===== src/rtl/alu_exec.sv =====
// Single-issue integer execution unit. Takes one instruction per cycle from the
// reservation station, computes result/branch decision/target combinationally,
// and registers them for one cycle onto the CDB-style output bus.
module alu_exec #(
  parameter int unsigned OP_W   = 6,
  parameter int unsigned DATA_W = 32,
  parameter int unsigned IMM_W  = 32,
  parameter int unsigned ROB_W  = 4
) (
  input  logic              clk,
  input  logic              reset,
  input  logic              ready,
  input  logic              clear,
  input  logic              in_flag,
  input  logic [OP_W-1:0]   in_op,
  input  logic [IMM_W-1:0]  in_imm,
  input  logic [DATA_W-1:0] in_pc,
  input  logic [ROB_W-1:0]  in_robpos,
  input  logic [DATA_W-1:0] in_vj,
  input  logic [DATA_W-1:0] in_vk,
  output logic              out_flag,
  output logic [DATA_W-1:0] out_val,
  output logic [ROB_W-1:0]  out_robpos,
  output logic              out_jump,
  output logic [DATA_W-1:0] out_target
);

  localparam logic [OP_W-1:0] OpLui   = OP_W'(0);
  localparam logic [OP_W-1:0] OpAuipc = OP_W'(1);
  localparam logic [OP_W-1:0] OpJal   = OP_W'(2);
  localparam logic [OP_W-1:0] OpJalr  = OP_W'(3);
  localparam logic [OP_W-1:0] OpBeq   = OP_W'(4);
  localparam logic [OP_W-1:0] OpBne   = OP_W'(5);
  localparam logic [OP_W-1:0] OpBlt   = OP_W'(6);
  localparam logic [OP_W-1:0] OpBge   = OP_W'(7);
  localparam logic [OP_W-1:0] OpBltu  = OP_W'(8);
  localparam logic [OP_W-1:0] OpBgeu  = OP_W'(9);
  localparam logic [OP_W-1:0] OpAddi  = OP_W'(10);
  localparam logic [OP_W-1:0] OpSlti  = OP_W'(11);
  localparam logic [OP_W-1:0] OpSltiu = OP_W'(12);
  localparam logic [OP_W-1:0] OpXori  = OP_W'(13);
  localparam logic [OP_W-1:0] OpOri   = OP_W'(14);
  localparam logic [OP_W-1:0] OpAndi  = OP_W'(15);
  localparam logic [OP_W-1:0] OpSlli  = OP_W'(16);
  localparam logic [OP_W-1:0] OpSrli  = OP_W'(17);
  localparam logic [OP_W-1:0] OpSrai  = OP_W'(18);
  localparam logic [OP_W-1:0] OpAdd   = OP_W'(19);
  localparam logic [OP_W-1:0] OpSub   = OP_W'(20);
  localparam logic [OP_W-1:0] OpSll   = OP_W'(21);
  localparam logic [OP_W-1:0] OpSlt   = OP_W'(22);
  localparam logic [OP_W-1:0] OpSltu  = OP_W'(23);
  localparam logic [OP_W-1:0] OpXor   = OP_W'(24);
  localparam logic [OP_W-1:0] OpSrl   = OP_W'(25);
  localparam logic [OP_W-1:0] OpSra   = OP_W'(26);
  localparam logic [OP_W-1:0] OpOr    = OP_W'(27);
  localparam logic [OP_W-1:0] OpAnd   = OP_W'(28);

  logic              out_flag_q, out_flag_d;
  logic [DATA_W-1:0] out_val_q, out_val_d;
  logic [ROB_W-1:0]  out_robpos_q, out_robpos_d;
  logic              out_jump_q, out_jump_d;
  logic [DATA_W-1:0] out_target_q, out_target_d;

  logic [DATA_W-1:0] imm_ext;
  logic [DATA_W-1:0] op_b;
  logic [4:0]        shamt;
  logic [DATA_W-1:0] pc4;
  logic [DATA_W-1:0] pc_imm;
  logic              lt_s, lt_u, eq;
  logic              is_imm;
  logic [DATA_W-1:0] res_val;
  logic              res_jump;
  logic [DATA_W-1:0] res_target;

  // Operand selection and shared comparators.
  always_comb begin
    imm_ext = DATA_W'($signed(in_imm));
    // I-type ops (ADDI..SRAI) take the immediate as second operand.
    is_imm  = (in_op >= OpAddi) && (in_op <= OpSrai);
    op_b    = is_imm ? imm_ext : in_vk;
    shamt   = op_b[4:0];
    pc4     = in_pc + DATA_W'(4);
    pc_imm  = in_pc + imm_ext;
    lt_s    = $signed(in_vj) < $signed(op_b);
    lt_u    = in_vj < op_b;
    eq      = in_vj == op_b;
  end

  // Opcode decode: result value, branch decision and next PC.
  always_comb begin
    res_val    = '0;
    res_jump   = 1'b0;
    res_target = pc4;
    case (in_op)
      OpLui:   res_val = imm_ext;
      OpAuipc: res_val = pc_imm;
      OpJal: begin
        res_val    = pc4;
        res_jump   = 1'b1;
        res_target = pc_imm;
      end
      OpJalr: begin
        res_val    = pc4;
        res_jump   = 1'b1;
        res_target = (in_vj + imm_ext) & ~DATA_W'(1);
      end
      OpBeq:  res_jump = eq;
      OpBne:  res_jump = !eq;
      OpBlt:  res_jump = lt_s;
      OpBge:  res_jump = !lt_s;
      OpBltu: res_jump = lt_u;
      OpBgeu: res_jump = !lt_u;
      OpAddi, OpAdd:  res_val = in_vj + op_b;
      OpSub:          res_val = in_vj - op_b;
      OpSlti, OpSlt:  res_val = {{(DATA_W-1){1'b0}}, lt_s};
      OpSltiu, OpSltu: res_val = {{(DATA_W-1){1'b0}}, lt_u};
      OpXori, OpXor:  res_val = in_vj ^ op_b;
      OpOri, OpOr:    res_val = in_vj | op_b;
      OpAndi, OpAnd:  res_val = in_vj & op_b;
      OpSlli, OpSll:  res_val = in_vj << shamt;
      OpSrli, OpSrl:  res_val = in_vj >> shamt;
      OpSrai, OpSra:  res_val = $signed(in_vj) >>> shamt;
      default: ;
    endcase
    // Branches only redirect when taken; otherwise fall through to pc+4.
    if ((in_op >= OpBeq) && (in_op <= OpBgeu) && res_jump) begin
      res_target = pc_imm;
    end
  end

  // Next-state for the output registers: clear beats ready; ready=0 holds everything.
  always_comb begin
    out_flag_d   = out_flag_q;
    out_val_d    = out_val_q;
    out_robpos_d = out_robpos_q;
    out_jump_d   = out_jump_q;
    out_target_d = out_target_q;
    if (clear) begin
      out_flag_d = 1'b0;
      out_jump_d = 1'b0;
    end else if (ready) begin
      if (in_flag) begin
        out_flag_d   = 1'b1;
        out_val_d    = res_val;
        out_robpos_d = in_robpos;
        out_jump_d   = res_jump;
        out_target_d = res_target;
      end else begin
        out_flag_d = 1'b0;
        out_jump_d = 1'b0;
      end
    end
  end

  // Output registers with synchronous reset.
  always_ff @(posedge clk) begin
    if (reset) begin
      out_flag_q   <= 1'b0;
      out_val_q    <= '0;
      out_robpos_q <= '0;
      out_jump_q   <= 1'b0;
      out_target_q <= '0;
    end else begin
      out_flag_q   <= out_flag_d;
      out_val_q    <= out_val_d;
      out_robpos_q <= out_robpos_d;
      out_jump_q   <= out_jump_d;
      out_target_q <= out_target_d;
    end
  end

  assign out_flag   = out_flag_q;
  assign out_val    = out_val_q;
  assign out_robpos = out_robpos_q;
  assign out_jump   = out_jump_q;
  assign out_target = out_target_q;

endmodule


===== config.mk =====
export PLATFORM = sky130hd
export DESIGN_NAME = alu_exec
export DESIGN_NICKNAME = d
export VERILOG_FILES = /design/src/rtl/alu_exec.sv
export SDC_FILE = /design/constraint.sdc
export NUM_CORES = 1
export LEC_CHECK = 0
export ABC_AREA = 0
export BUFFER_PORTS_ARGS = -buffer_cell sky130_fd_sc_hd__buf_4
export CORE_MARGIN = 5
export CORE_UTILIZATION = 45
export DETAILED_ROUTE_END_ITERATION = 16
export SETUP_SLACK_MARGIN = 0.15
export SLEW_MARGIN = 20
export SYNTH_ARGS = -nofsm -noshare
export SYNTH_HDL_FRONTEND = slang
export SYNTH_SLANG_ARGS = --single-unit

===== constraint.sdc =====
create_clock -name clk -period 6.7 [get_ports clk]
set_input_delay 1.34 -clock clk [delete_from_list [all_inputs] [get_ports clk]]
set_output_delay 1.34 -clock clk [all_outputs]
set_load 0.01 [all_outputs]

==> results.rst <==
.. list-table::
   :header-rows: 1

   * - Metric
     - Value
   * - Outcome
     - completed
   * - Ratio of cells with drive above 1 in the final layout
     - 0.146
   * - GR Overflow Total
     - 0
   * - Data arrival time of the critical path
     - 6.73 ns
   * - Pin count of the biggest net entering global routing
     - 61
   * - Number of warning messages in the yosys log
     - 0
   * - Chip height
     - 205 um
   * - Final period utilization
     - 0.955
   * - Total count of hold-check failures in the final report
     - 0
   * - Post-CTS Repair Setup Buffers
     - 0
   * - Ports placed on the boundary
     - 213
   * - Switching pwr
     - 0.00153 W
   * - CTS clk-pin slew, worst paths
     - 0.09 ns
   * - Upper clock frequency limit
     - roughly 160 MHz
   * - Mean area per synthesized cell
     - 6.80 um2
   * - Effective utilization at floorplan
     - 0.456
   * - Post-Layout Inst Area
     - 20,000 um2
   * - Number of buffers added on ports
     - 212
   * - Dominant cells by area after synthesis
     - sky130_fd_sc_hd__ha_1 12%, sky130_fd_sc_hd__dfxtp_1 8.2%, sky130_fd_sc_hd__mux2i_1 7.7%, sky130_fd_sc_hd__nand2_1 7.7%, sky130_fd_sc_hd__a21oi_1 5.7%
   * - Chain of cells forming the critical path
     - buf_4, a211o_4, o22ai_4, buf_4, a21oi_4, inv_2, ha_1, inv_1, ha_1, a311oi_1, buf_4, o21a_1, o21ai_2, a2111o_1, a21oi_4, xnor2_2, buf_4, o21ai_0, buf_4, o221ai_1, o21ai_0
   * - Pre-antenna DRT Iters
     - 8
   * - Maximum net fanout on the critical path
     - 28
   * - Fraction of power consumed by sequential logic
     - 0.153
   * - Number of global-route vias before repair
     - 20,700
   * - Synthesized flop and latch total
     - 70
   * - Core Region
     - 37,700 um2
   * - Placement-stage cell area
     - 19,600 um2
   * - Wire length of the first global-routing pass
     - 138 mm
   * - Slew Limit Fails
     - 0
   * - Overall die width
     - ~200 um
   * - Share of Yosys cell area claimed by the top area cell type
     - 0.122
   * - Syn nets
     - 2,841
   * - Bufs on Longest Clock Path
     - 2
   * - Switching part of the total power
     - 0.527
   * - Total of endpoints with negative setup slack in the final report
     - 0
   * - HP Class
     - reg2reg
   * - Largest clock skew in the final design
     - 0 ns
   * - Per-cell via count in the routed design
     - 6.93
   * - Area of the mapped netlist
     - between 15,000 and 20,000 um2
   * - Antenna violations before repair
     - 1
   * - Most Frequent Cell on Critical Path
     - sky130_fd_sc_hd__buf_4
   * - Average routed wire per standard cell
     - 30.3 um
   * - Normalized max-slew margin
     - 0.211
   * - Element type at the critical path end
     - flop
   * - Final weighted congestion in routability-driven placement
     - 1.08
   * - Std cell rows
     - 71
   * - Post-route setup TNS
     - 0 ns
   * - Type of the worst setup path
     - in2reg
   * - Int Pwr
     - approximately 0.0014 W
   * - Buffer cell driving the clock tree root
     - sky130_fd_sc_hd__clkbuf_16
   * - Via count
     - 22,200
   * - H-tree depth
     - 3
   * - Static leakage
     - 8.66 nW
   * - Count of nets left with antenna violations after detail routing
     - 0
   * - CP max stage delay
     - approximately 0.69 ns
   * - Number of enable-type register cells in the synthesized netlist
     - 0
   * - Remaining design rule violation count
     - 0
   * - Worst vdd ir
     - 0.000123 V
   * - Worst endpoint required time
     - 7.03 ns
   * - Starting DRC count in detailed routing
     - 2,783
   * - Setup repair after global routing missed its margin
     - false
   * - Max-capacitance violation count
     - 0
   * - Cells after Synth
     - about 2,500
   * - Final Net Count
     - 3,000
   * - Share of total power in combinational logic
     - 0.641
   * - Actual transition at the worst max-transition pin
     - 1.17 ns
   * - Routed wire length
     - between 90 and 100 mm
   * - Area added between synthesis and finish
     - 16.2%
   * - Sequential element share of the synthesized area
     - 0.0816
   * - Fill cell instance count of the final layout
     - 3,859
   * - Share of flip-flops with an asynchronous set or reset
     - 0
   * - Clock sink count
     - 70
   * - Areal power density over the cells
     - around 150 nW/um2
   * - Worst skew pair latency
     - around 0.40 ns
   * - Synth unique cells
     - 99
   * - Clock tree from TritonCTS
     - done
   * - Critical path's slowest cell
     - sky130_fd_sc_hd__a2111o_1
   * - Largest area contributor in the synthesized netlist
     - sky130_fd_sc_hd__ha_1
   * - Clock share of power
     - 0.206
   * - Global-route usage over all layers
     - 0.441
   * - Main flop type after synthesis
     - sky130_fd_sc_hd__dfxtp_1
   * - Count of hold-fix buffers inserted at cts
     - 0
   * - Number of buffers created by CTS
     - 9
   * - Die Footprint
     - approximately 42,000 um2
   * - Setup crit start kind
     - input port
   * - Final critical path time including I/O delays and setup
     - around 6.4 ns
   * - Detailed placement HPWL
     - 76.1 mm
-- synth_stat cells, types with 14 or more instances --
master                     number
sky130_fd_sc_hd__xor2_1        43
sky130_fd_sc_hd__o22ai_1       25
sky130_fd_sc_hd__and3_1        26
sky130_fd_sc_hd__nand3_1       42
sky130_fd_sc_hd__xnor2_1       68
sky130_fd_sc_hd__o21bai_1      25
sky130_fd_sc_hd__nor2b_1       16
sky130_fd_sc_hd__a221o_1       14
sky130_fd_sc_hd__nand4_1       20
sky130_fd_sc_hd__nor2_1       225
sky130_fd_sc_hd__o221ai_1      25
sky130_fd_sc_hd__dfxtp_1       70
sky130_fd_sc_hd__inv_1        120
sky130_fd_sc_hd__nand2b_1      22
sky130_fd_sc_hd__nand2_1      353
sky130_fd_sc_hd__nor3_1        54
sky130_fd_sc_hd__a221oi_1      47
sky130_fd_sc_hd__clkbuf_1     123
sky130_fd_sc_hd__a31oi_1       46
sky130_fd_sc_hd__mux2i_1      133
sky130_fd_sc_hd__o31ai_1       14
sky130_fd_sc_hd__a211oi_1      51
sky130_fd_sc_hd__o211ai_1      45
sky130_fd_sc_hd__a21o_1        39
sky130_fd_sc_hd__ha_1         168
sky130_fd_sc_hd__a22oi_1       32
sky130_fd_sc_hd__o21ai_0      165
sky130_fd_sc_hd__a311oi_1      15
sky130_fd_sc_hd__buf_2         21
sky130_fd_sc_hd__a21oi_1      195
sky130_fd_sc_hd__buf_1         17
sky130_fd_sc_hd__o21a_1        18
-- state kept, by name, summed over array words and instances (netlist names) --
signal,cells
out_val,32
out_robpos,4
out_target,32
out_jump,1
out_flag,1
-- power by group through the flow --
stage	Combinational, W	Clock [W]	Sequential (W)
after global placement	0.00176	0	0.000453
after CTS	0.00179	0.000594	0.000444
after detailed placement	0.00178	0	0.000454
after global routing	0.00196	0.000604	0.000446
after floorplan	0.00109	0	0.000457
final	0.00187	0.000600	0.000445
-- critical path, delay by kind of cell --
family	cells	cell delay (ns)
adder cells (fa/ha/maj)	2	0.40
AO/OA/AOI/OAI	11	3.48
buffers and inverters	7	1.39
XOR/XNOR	1	0.09
-- final timing paths --
| kind | start | to | slack, ns | cells past startpoint |
|---|---|---|---|---|
| max | in_op[1] | out_target[11] | 0.30 | 21 |
| min | out_val[15] | out_val[15] | 0.45 | 2 |
| max reg2reg | out_val[28] | out_val[28] | 4.48 | 6 |
| min reg2reg | out_val[15] | out_val[15] | 0.45 | 2 |
-- layer usage --
layer  wire length [um]  GRT usage  vias up
li1                   -          -     9767
met5                  0     0.0155        -
met1              36400      0.547    10300
met4               9920      0.346        0
met2              39700      0.648     1674
met3              11200      0.111      439
-- layout make-up --
class | count | area [um2] | area share
multi-input combinational | 2166 | 14700 | 0.738
sequential | 70 | 1400 | 0.0702
clock buffer | 9 | 225 | 0.0113
clock inverter | 7 | 86.3 | 0.00432
tap | 511 | 639 | 0.0320
inverter | 123 | 462 | 0.0231
antenna | 1 | 2.50 | 0.000125
timing repair buffer | 316 | 2420 | 0.121
-- per-stage QoR --
stage               total power [W]   util  worst slack (ns)  cells  hold slack (ns)
floorplan                   0.00155      -             0.431   2527            0.463
global placement            0.00222  0.521             0.202   3186            0.423
detailed placement          0.00223  0.522             0.128   3186            0.433
CTS                         0.00283  0.530             0.517   3202            0.446
global route                0.00301  0.530             0.179   3202            0.481
finish                      0.00291  0.530             0.300   3203            0.446
-- placed cells by master (no fill, tap or decap), drive strengths merged, types with 11 or more instances in the layout --
cell type  count
dfxtp         70
nor2b         16
and3          26
nor4          12
a32oi         12
xnor2         69
o221ai        26
o21bai        25
a311oi        18
ha           168
o22ai         26
buf          316
a221oi        49
a31oi         46
nand2b        22
nand4         20
a21o          39
xor2          43
mux2i        133
o32ai         11
nand2        353
a221o         14
o21a          18
inv          127
nor2         225
o31ai         15
a22oi         33
nand3         42
a211oi        53
o21ai        170
a21oi        197
o211ai        45
nor3          56
-- what timing repair did --
action	4_1_cts	5_1_grt
resized for setup	0	1
endpoints found under the setup margin	0	1
hold endpoints to repair	0	0
-- kinds of logic (layout without fill, tap and decap cells) --
kind of cell | count (synthesis) | after routing | share of synthesized area
other cells | 0 | 1 | 0
compound gates | 907 | 907 | 0.366
xor+xnor | 112 | 112 | 0.0575
mux | 141 | 141 | 0.0840
fa+ha+maj | 171 | 171 | 0.126
buf+inv | 291 | 455 | 0.0677
simple gates | 835 | 835 | 0.217
flops | 70 | 70 | 0.0816
No activity file was read; power rests on OpenSTA's default activity.
